<file path="src/rtl/sccb_pkg.sv">
// Shared definitions for the SCCB responder: FSM encoding, the OV7670
// device address and byte/phase constants.
package sccb_pkg;

    typedef enum logic [3:0] {
        ST_IDLE,
        ST_DEV,
        ST_DEV_ACK,
        ST_SUB,
        ST_SUB_ACK,
        ST_WR,
        ST_WR_ACK,
        ST_RD,
        ST_RD_NA,
        ST_IGNORE
    } sccb_state_t;

    localparam logic [7:0] OV7670_ID = 8'h42;
    localparam logic [2:0] LAST_BIT  = 3'd7;
    localparam logic       RW_READ   = 1'b1;

    // Device address compare ignores the R/W bit in position 0.
    function automatic logic id_match(input logic [7:0] rx, input logic [7:0] id);
        return ((rx ^ id) & 8'hFE) == 8'h00;
    endfunction

endpackage

</file>
<file path="src/rtl/sccb_bus_sync.sv">
// Brings sio_c / sio_d into the sclk domain and flags SCL edges plus
// START/STOP conditions (SDA edges with SCL steady high).
module sccb_bus_sync #(
    parameter int SYNC_STAGES = 2
) (
    input  logic sclk,
    input  logic rst_n,
    input  logic sio_c,
    input  logic sio_d_i,
    output logic scl_rise,
    output logic scl_fall,
    output logic start_det,
    output logic stop_det,
    output logic sda_s
);

    logic [SYNC_STAGES-1:0] r_scl_sync;
    logic [SYNC_STAGES-1:0] r_sda_sync;
    logic                   r_scl_d;
    logic                   r_sda_d;
    logic                   w_scl_s;

    // Reset to the idle bus level so release from reset creates no events.
    always_ff @(posedge sclk or negedge rst_n) begin
        if (!rst_n) begin
            r_scl_sync <= '1;
            r_sda_sync <= '1;
            r_scl_d    <= 1'b1;
            r_sda_d    <= 1'b1;
        end else begin
            r_scl_sync <= {r_scl_sync[SYNC_STAGES-2:0], sio_c};
            r_sda_sync <= {r_sda_sync[SYNC_STAGES-2:0], sio_d_i};
            r_scl_d    <= w_scl_s;
            r_sda_d    <= sda_s;
        end
    end

    assign w_scl_s = r_scl_sync[SYNC_STAGES-1];
    assign sda_s   = r_sda_sync[SYNC_STAGES-1];

    assign scl_rise  = w_scl_s & ~r_scl_d;
    assign scl_fall  = ~w_scl_s & r_scl_d;
    // SCL must be high in both samples; an SDA edge coinciding with an SCL edge is data.
    assign start_det = w_scl_s & r_scl_d & r_sda_d & ~sda_s;
    assign stop_det  = w_scl_s & r_scl_d & ~r_sda_d & sda_s;

endmodule

</file>
<file path="src/rtl/sccb_slave.sv">
// SCCB responder: decodes 3-phase write, 2-phase write and 2-phase read
// transactions and issues single-cycle strobes to an external register bank.
module sccb_slave
    import sccb_pkg::*;
#(
    parameter logic [7:0] DEV_ID      = OV7670_ID,
    parameter int         ACK_EN      = 1,
    parameter int         SYNC_STAGES = 2
) (
    input  logic       sclk,
    input  logic       rst_n,
    input  logic       sio_c,
    input  logic       sio_d_i,
    output logic       sio_d_oe,
    output logic [7:0] reg_addr,
    output logic [7:0] reg_wdata,
    output logic       reg_we,
    output logic       reg_re,
    input  logic [7:0] reg_rdata,
    output logic       busy,
    output logic       id_err,
    output logic       frame_done
);

    logic        w_scl_rise;
    logic        w_scl_fall;
    logic        w_start;
    logic        w_stop;
    logic        w_sda_s;
    logic [7:0]  w_byte;
    logic        w_byte_done;

    sccb_state_t r_state;
    logic [2:0]  r_bit_cnt;
    logic [7:0]  r_shift;
    logic        r_ack_open;
    logic        r_rd_dir;
    logic        r_ld_pend;
    logic        r_drv_pend;
    logic        r_sio_d_oe;
    logic [7:0]  r_reg_addr;
    logic [7:0]  r_reg_wdata;
    logic        r_reg_we;
    logic        r_reg_re;
    logic        r_busy;
    logic        r_id_err;
    logic        r_frame_done;

    sccb_bus_sync #(
        .SYNC_STAGES (SYNC_STAGES)
    ) u_bus_sync (
        .sclk      (sclk),
        .rst_n     (rst_n),
        .sio_c     (sio_c),
        .sio_d_i   (sio_d_i),
        .scl_rise  (w_scl_rise),
        .scl_fall  (w_scl_fall),
        .start_det (w_start),
        .stop_det  (w_stop),
        .sda_s     (w_sda_s)
    );

    assign w_byte      = {r_shift[6:0], w_sda_s};
    assign w_byte_done = w_scl_rise && (r_bit_cnt == LAST_BIT);

    always_ff @(posedge sclk or negedge rst_n) begin
        if (!rst_n) begin
            r_state      <= ST_IDLE;
            r_bit_cnt    <= 3'd0;
            r_shift      <= 8'h00;
            r_ack_open   <= 1'b0;
            r_rd_dir     <= 1'b0;
            r_ld_pend    <= 1'b0;
            r_drv_pend   <= 1'b0;
            r_sio_d_oe   <= 1'b0;
            r_reg_addr   <= 8'h00;
            r_reg_wdata  <= 8'h00;
            r_reg_we     <= 1'b0;
            r_reg_re     <= 1'b0;
            r_busy       <= 1'b0;
            r_id_err     <= 1'b0;
            r_frame_done <= 1'b0;
        end else begin
            r_reg_we     <= 1'b0;
            r_reg_re     <= 1'b0;
            r_id_err     <= 1'b0;
            r_frame_done <= 1'b0;
            r_ld_pend    <= 1'b0;

            if (w_start) begin
                r_state    <= ST_DEV;
                r_bit_cnt  <= 3'd0;
                r_sio_d_oe <= 1'b0;
                r_busy     <= 1'b1;
                r_ack_open <= 1'b0;
                r_drv_pend <= 1'b0;
            end else if (w_stop && (r_state != ST_IDLE)) begin
                r_state      <= ST_IDLE;
                r_sio_d_oe   <= 1'b0;
                r_busy       <= 1'b0;
                r_frame_done <= 1'b1;
                r_drv_pend   <= 1'b0;
            end else begin
                // Read pipeline: strobe -> load shifter from bank -> drive MSB.
                r_ld_pend <= r_reg_re && (r_state == ST_RD);
                if (r_ld_pend) begin
                    r_shift    <= reg_rdata;
                    r_drv_pend <= 1'b1;
                end
                if (r_drv_pend) begin
                    r_sio_d_oe <= ~r_shift[7];
                    r_drv_pend <= 1'b0;
                end

                case (r_state)
                    ST_IDLE: ;

                    ST_DEV, ST_SUB, ST_WR: begin
                        if (w_scl_rise) begin
                            r_shift   <= w_byte;
                            r_bit_cnt <= r_bit_cnt + 3'd1;
                        end
                        if (w_byte_done) begin
                            r_ack_open <= 1'b0;
                            case (r_state)
                                ST_DEV: begin
                                    if (id_match(w_byte, DEV_ID)) begin
                                        r_rd_dir <= (w_byte[0] == RW_READ);
                                        r_state  <= ST_DEV_ACK;
                                    end else begin
                                        r_id_err <= 1'b1;
                                        r_state  <= ST_IGNORE;
                                    end
                                end
                                ST_SUB: begin
                                    r_reg_addr <= w_byte;
                                    r_state    <= ST_SUB_ACK;
                                end
                                default: begin
                                    r_reg_wdata <= w_byte;
                                    r_reg_we    <= 1'b1;
                                    r_state     <= ST_WR_ACK;
                                end
                            endcase
                        end
                    end

                    // First fall opens the 9th-bit slot, second fall closes it.
                    ST_DEV_ACK, ST_SUB_ACK, ST_WR_ACK: begin
                        if (w_scl_fall) begin
                            if (!r_ack_open) begin
                                r_sio_d_oe <= (ACK_EN != 0);
                                r_ack_open <= 1'b1;
                            end else begin
                                r_sio_d_oe <= 1'b0;
                                r_ack_open <= 1'b0;
                                r_bit_cnt  <= 3'd0;
                                case (r_state)
                                    ST_DEV_ACK: begin
                                        if (r_rd_dir) begin
                                            r_reg_re <= 1'b1;
                                            r_state  <= ST_RD;
                                        end else begin
                                            r_state  <= ST_SUB;
                                        end
                                    end
                                    ST_SUB_ACK: r_state <= ST_WR;
                                    default:    r_state <= ST_IGNORE;
                                endcase
                            end
                        end
                    end

                    ST_RD: begin
                        if (w_scl_fall) begin
                            if (r_bit_cnt == LAST_BIT) begin
                                r_sio_d_oe <= 1'b0;
                                r_state    <= ST_RD_NA;
                            end else begin
                                r_shift    <= {r_shift[6:0], 1'b0};
                                r_sio_d_oe <= ~r_shift[6];
                                r_bit_cnt  <= r_bit_cnt + 3'd1;
                            end
                        end
                    end

                    ST_RD_NA: begin
                        if (w_scl_rise) begin
                            r_state <= ST_IGNORE;
                        end
                    end

                    ST_IGNORE: r_sio_d_oe <= 1'b0;

                    default: r_state <= ST_IDLE;
                endcase
            end
        end
    end

    assign sio_d_oe   = r_sio_d_oe;
    assign reg_addr   = r_reg_addr;
    assign reg_wdata  = r_reg_wdata;
    assign reg_we     = r_reg_we;
    assign reg_re     = r_reg_re;
    assign busy       = r_busy;
    assign id_err     = r_id_err;
    assign frame_done = r_frame_done;

endmodule

</file>
<file path="config.mk">
export PLATFORM = sky130hd
export DESIGN_NAME = sccb_slave
export DESIGN_NICKNAME = d
export VERILOG_FILES = /design/src/rtl/sccb_pkg.sv /design/src/rtl/sccb_bus_sync.sv /design/src/rtl/sccb_slave.sv
export SDC_FILE = /design/constraint.sdc
export NUM_CORES = 1
export LEC_CHECK = 0
export ABC_AREA = 1
export CAP_MARGIN = 20
export CORE_MARGIN = 8
export CORE_UTILIZATION = 49
export DETAILED_ROUTE_END_ITERATION = 8
export GPL_TIMING_DRIVEN = 0
export PLACE_DENSITY = 0.76
export REMOVE_ABC_BUFFERS = 1
export SYNTH_ARGS = -nofsm -noshare
export SYNTH_HDL_FRONTEND = slang
export SYNTH_SLANG_ARGS = --single-unit
</file>
<file path="constraint.sdc">
create_clock -name sclk -period 3.9 [get_ports sclk]
set_input_delay 0.78 -clock sclk [delete_from_list [all_inputs] [get_ports sclk]]
set_output_delay 0.78 -clock sclk [all_outputs]
set_load 0.005 [all_outputs]
</file>
**Yosys cells after proc, flatten, opt, wreduce, memory -nomap -nowiden**

Index checks and enable logic that the tools add are counted.
Widths: inputs -> output; s select.

- Equal/unequal tests: 24
- Muxes and demuxes: 67
- $add $sub $neg: 1
- Bitwise operators: 17
- Reductions and logical operators: 20

Operators with widths:

| cell | count |
|---|---|
| $mux 1 | 39 |
| $mux 4 | 9 |
| $mux 8 | 4 |
| $mux 3 | 8 |
| $pmux 4 s5 | 1 |
| $eq 4x3->1 const B | 4 |
| $ne 4x3->1 const B | 4 |
| $pmux 4 s2 | 2 |
| $pmux 8 s2 | 1 |
| $reduce_and 7->1 | 2 |
| $ne 3x2->1 const B | 4 |
| $reduce_and 5->1 | 2 |
| $ne 3x1->1 const B | 3 |
| $not 1->1 | 9 |
| $pmux 3 s3 | 1 |
| $eq 4x2->1 const B | 2 |
| $eq 4x4->1 const B | 2 |
| $logic_not 8->1 | 1 |
| $ne 4x2->1 const B | 2 |
| $reduce_bool 4->1 | 2 |
| $and 1x1->1 | 7 |
| $reduce_and 6->1 | 1 |
| $reduce_or 3->1 | 2 |
| $eq 4x1->1 const B | 1 |
| 13 further kinds | 16 |

- Input bits: 12
- Logic and storage cells: 148
- Register bits after elaboration: 47
- Output and inout bits: 22

**Logic depth before layout (Yosys ltp)**

- Depth after elaboration: 8
- Depth in mapped cells: 11

**Modules after synthesis**

Synthesis repeated with hierarchy kept, for this count alone.

- Cell total of the unflattened synthesis: 317
- Area total of the unflattened synthesis: 2472.4 um^2

By module, submodules not included:

| module | area each (um^2) | seq. area each (um^2) | instances | cells an instance |
|---|---|---|---|---|
| sccb_slave | 2273.4 | 1026.0 | 1 | 300 |
| sccb_bus_sync | 198.9 | 157.7 | 1 | 17 |

**Least setup slack after synthesis**

No wires, ideal clock.

- Path type: reg2reg
- Start: reg r_bit_cnt[0]
- End: reg r_reg_addr[0] (netlist: reg_addr[0])
- Period minus slack after synthesis: 1586 ps
- Arrival time: 1455 ps
- Slack: 2314 ps
- Stages on the path, launching flop included: 8
- Buffers on the path: 1
- Path through: dfrtp_1 > ha_1 > ha_1 > nand2_1 > inv_1 > nand3_1 > clkbuf_1 > o21ai_0

- Cells in the longest elaborated chain, start to end: 3

RTL lines:

| item | line | source |
|---|---|---|
| start, declared | sccb_slave.sv:34 | `logic [2:0] r_bit_cnt;` |
| start signal, assigned | sccb_slave.sv:121 | `r_bit_cnt <= r_bit_cnt + 3'd1;` |
| start signal, assigned | sccb_slave.sv:182 | `r_bit_cnt <= r_bit_cnt + 3'd1;` |
| $eq 3x3->1 | sccb_slave.sv:64 | `assign w_byte_done = w_scl_rise && (r_bit_cnt == LAST_BIT);` |
| $logic_and 1x1->1 | sccb_slave.sv:64 |  |
| $reduce_and 5->1 (no line) | n/a |  |
| end signal, assigned | sccb_slave.sv:136 | `r_reg_addr <= w_byte;` |
| end, declared | sccb_slave.sv:41 | `logic [7:0] r_reg_addr;` |

Every way passes these cells.
A chain may end at the register's enable or synchronous reset.

**Final worst setup path**

- Start: reg r_reg_wdata[0] (netlist: reg_wdata[0])
- End: out reg_wdata[0]

RTL lines:

| item | line | source |
|---|---|---|
| start, declared | sccb_slave.sv:42 | `logic [7:0] r_reg_wdata;` |
| start signal, assigned | sccb_slave.sv:140 | `r_reg_wdata <= w_byte;` |
| end, declared | sccb_slave.sv:16 | `output logic [7:0] reg_wdata,` |

No word-level cell between the ends.

==> flow_metrics.tcl <==
set metrics [dict create \
    first_pass_iters 4 \
    fp-row-count 25 \
    postRouteAntennaNets 0 \
    antenna_found_initial 0 \
    grt_pass1_vias 1906 \
    final_common_cell "nand2_1" \
    dpl.cell_count 382 \
    grtUsageTotal_pct 14.9 \
    finalNetCount 349 \
    synth_area_leader_cell "dfrtp_1" \
    cts_hold_buf 0 \
    p_leak_nw 1.37 \
    dr_total_vias 1973 \
    final_cell_mix "nand2_1, dfrtp_1, clkdlybuf4s50_1" \
    synth_seq_cells 47 \
    yosysWarnings 0 \
    cts_root_buf "clkbuf_8" \
    ios 34 \
    core-area_um2 4660 \
    start_kind "flip-flop" \
    finalSetupViolCount 0 \
    path_buf_inv 1 \
    min_period_over_period_pct 50.2 \
    io_buffers 33 \
    slew_viol_final 0 \
    status "complete, no violations" \
    max_freq_ghz 0.510 \
    cts.sinks 47 \
    p_per_area_nw_per_um2 586 \
    relSlewSlack_pct 63.6 \
    die_y_um 85.1 \
    drive_gt1_share_pct 11.6 \
    place_area_um2 2700 \
    cts_tree "yes" \
    via_per_inst 5.06 \
    syn_inst 300 \
    end_kind "primary output" \
    clkSlewWorstSetupHoldPaths_ns 0.09 \
    max_stage_delay_ns 0.51 \
    wl_um 5020 \
    worst-setup-path-type "reg2out" \
    die_w_um 85.1 \
    cts_made_buffers 5 \
    grt_setup_unrepaired "no" \
    worstPathCellList "clkdlybuf4s50_1" \
    ir_drop_uv 298 \
    cp.arrival_ns 1.18 \
    cp.required_ns 3.12 \
    postCtsSetupBuffers 0 \
    cts_htree_levels 2 \
    synthDistinctLibCells 26 \
    cts_buffer_depth 2 \
    dpl.hpwl_um 3730 \
    min_period_ns 1.96 \
    area_growth_pct 20.6 \
    synth_area_per_cell_um2 7.79 \
    skew_ns 0.00790 \
    cp_slowest_cell "clkdlybuf4s50_1" \
    crit_family "buffers and inverters" \
    r2r_setup_slack_ns 2.02 \
    grt_max_degree 37 \
    die_area_um2 7240 \
    routedWlPerCell_um 12.9 \
    grt_pass1_wl_um 8710 \
    postCtsResizedCells 0 \
    final_cells 390 \
    synth_area_leaders "dfrtp_1, nand2_1, dfstp_2" \
    hold_viol 0 \
    drc_errors 0 \
    drt-initial-drc-count 114 \
    clkLatencyLatePin_ns 0.30 \
    synth_seq_area_share_pct 50.6 \
    hp-class "in2async" \
    syn-cell-area_um2 2340 \
    grt_remaining_overflow 0 \
    cap_violations 0 \
    synth_top_cell_area_share_pct 43.9 \
    fin_setup_tns_ns 0 \
    gp_congestion 0.824 \
    start_util_pct 50.1 \
    finalInstanceArea_um2 2820 \
    critPathMaxFanout 2 \
    finalPower_mw 1.65 \
    antenna_cells 0 \
    tightestPinTransition_ns 0.544 \
]
[sequential cells by signal (all words and copies together) (netlist names)]
name,flops
u_bus_sync.r_scl_d,1
u_bus_sync.r_sda_d,1
r_drv_pend,1
r_state,4
reg_re,1
r_bit_cnt,3
r_ack_open,1
r_ld_pend,1
reg_addr,8
sio_d_oe,1
id_err,1
r_rd_dir,1
r_shift,8
reg_we,1
frame_done,1
busy,1
u_bus_sync.r_scl_sync,2
reg_wdata,8
u_bus_sync.r_sda_sync,2
[cell families after synthesis]
family          Yosys count  share of synthesized area, %
simple gates            167                          30.9
compound gates           47                          10.4
flops                    47                          50.6
buf+inv                  37                          6.96
fa+ha+maj                 2                          1.07
[cells in the mapped netlist]
library cell and instances:
nand2_2 5, inv_1 25, a31oi_1 1, o22ai_1 1, nand2_4 2, o21ai_1 8
nor3_1 1, a21oi_1 7, buf_6 3, nand3_2 1, o21ai_0 28, clkbuf_1 2
nor2_2 6, nand3b_1 2, nand2_1 102, o21ai_2 1, dfstp_2 6, nand3_1 16
a211oi_1 1, dfrtp_1 41, inv_2 6, nor2_1 29, nand4_1 1, nor2_4 2
ha_1 2, buf_2 1
[layout make-up]
cell class | count | area (um2)
Fill cell | 434 | 1840
Sequential cell | 47 | 1180
Multi-Input combinational cell | 216 | 991
Timing Repair Buffer | 34 | 345
Inverter | 31 | 116
Clock buffer | 5 | 68.8
Tap cell | 54 | 67.6
Clock inverter | 3 | 46.3
[power by group]
group | internal, mW | total [mW] | switching, mW
sequential | 0.580 | 0.660 | 0.0796
clock | 0.193 | 0.366 | 0.173
combinational | 0.224 | 0.625 | 0.401
total | 0.997 | 1.65 | 0.654
[metrics by stage]
stage                     setup slack [ns]  hold slack [ns]  util [%]
final                                 1.94            0.343      60.5
after detailed placement              1.97            0.349      58.0
after global routing                  1.72            0.352      60.5
after floorplan                       2.37            0.345         -
after CTS                             1.93            0.347      60.5
after global placement               0.763            0.346      57.7
[worst paths after layout]
path	from	to	cells after the start
min in group sclk	u_bus_sync.r_scl_sync[0]	u_bus_sync.r_scl_sync[1]	0
max in group asynchronous	rst_n	u_bus_sync.r_scl_sync[0]	2
max	reg_wdata[0]	reg_wdata[0]	1
max reg2reg	u_bus_sync.r_scl_sync[1]	reg_addr[0]	6
min reg2reg	u_bus_sync.r_scl_sync[0]	u_bus_sync.r_scl_sync[1]	0
min	rst_n	reg_wdata[1]	1
[routing by layer]
metal | up-vias | GRT usage (%) | wire length [um]
li1 | 1023 | - | -
met3 | 5 | 3.96 | 234
met1 | 900 | 18.6 | 2340
met2 | 45 | 23.8 | 2370
met4 | 0 | 5.83 | 73
met5 | - | 0 | 0
Note: power is estimated with default switching activity, not from simulation.
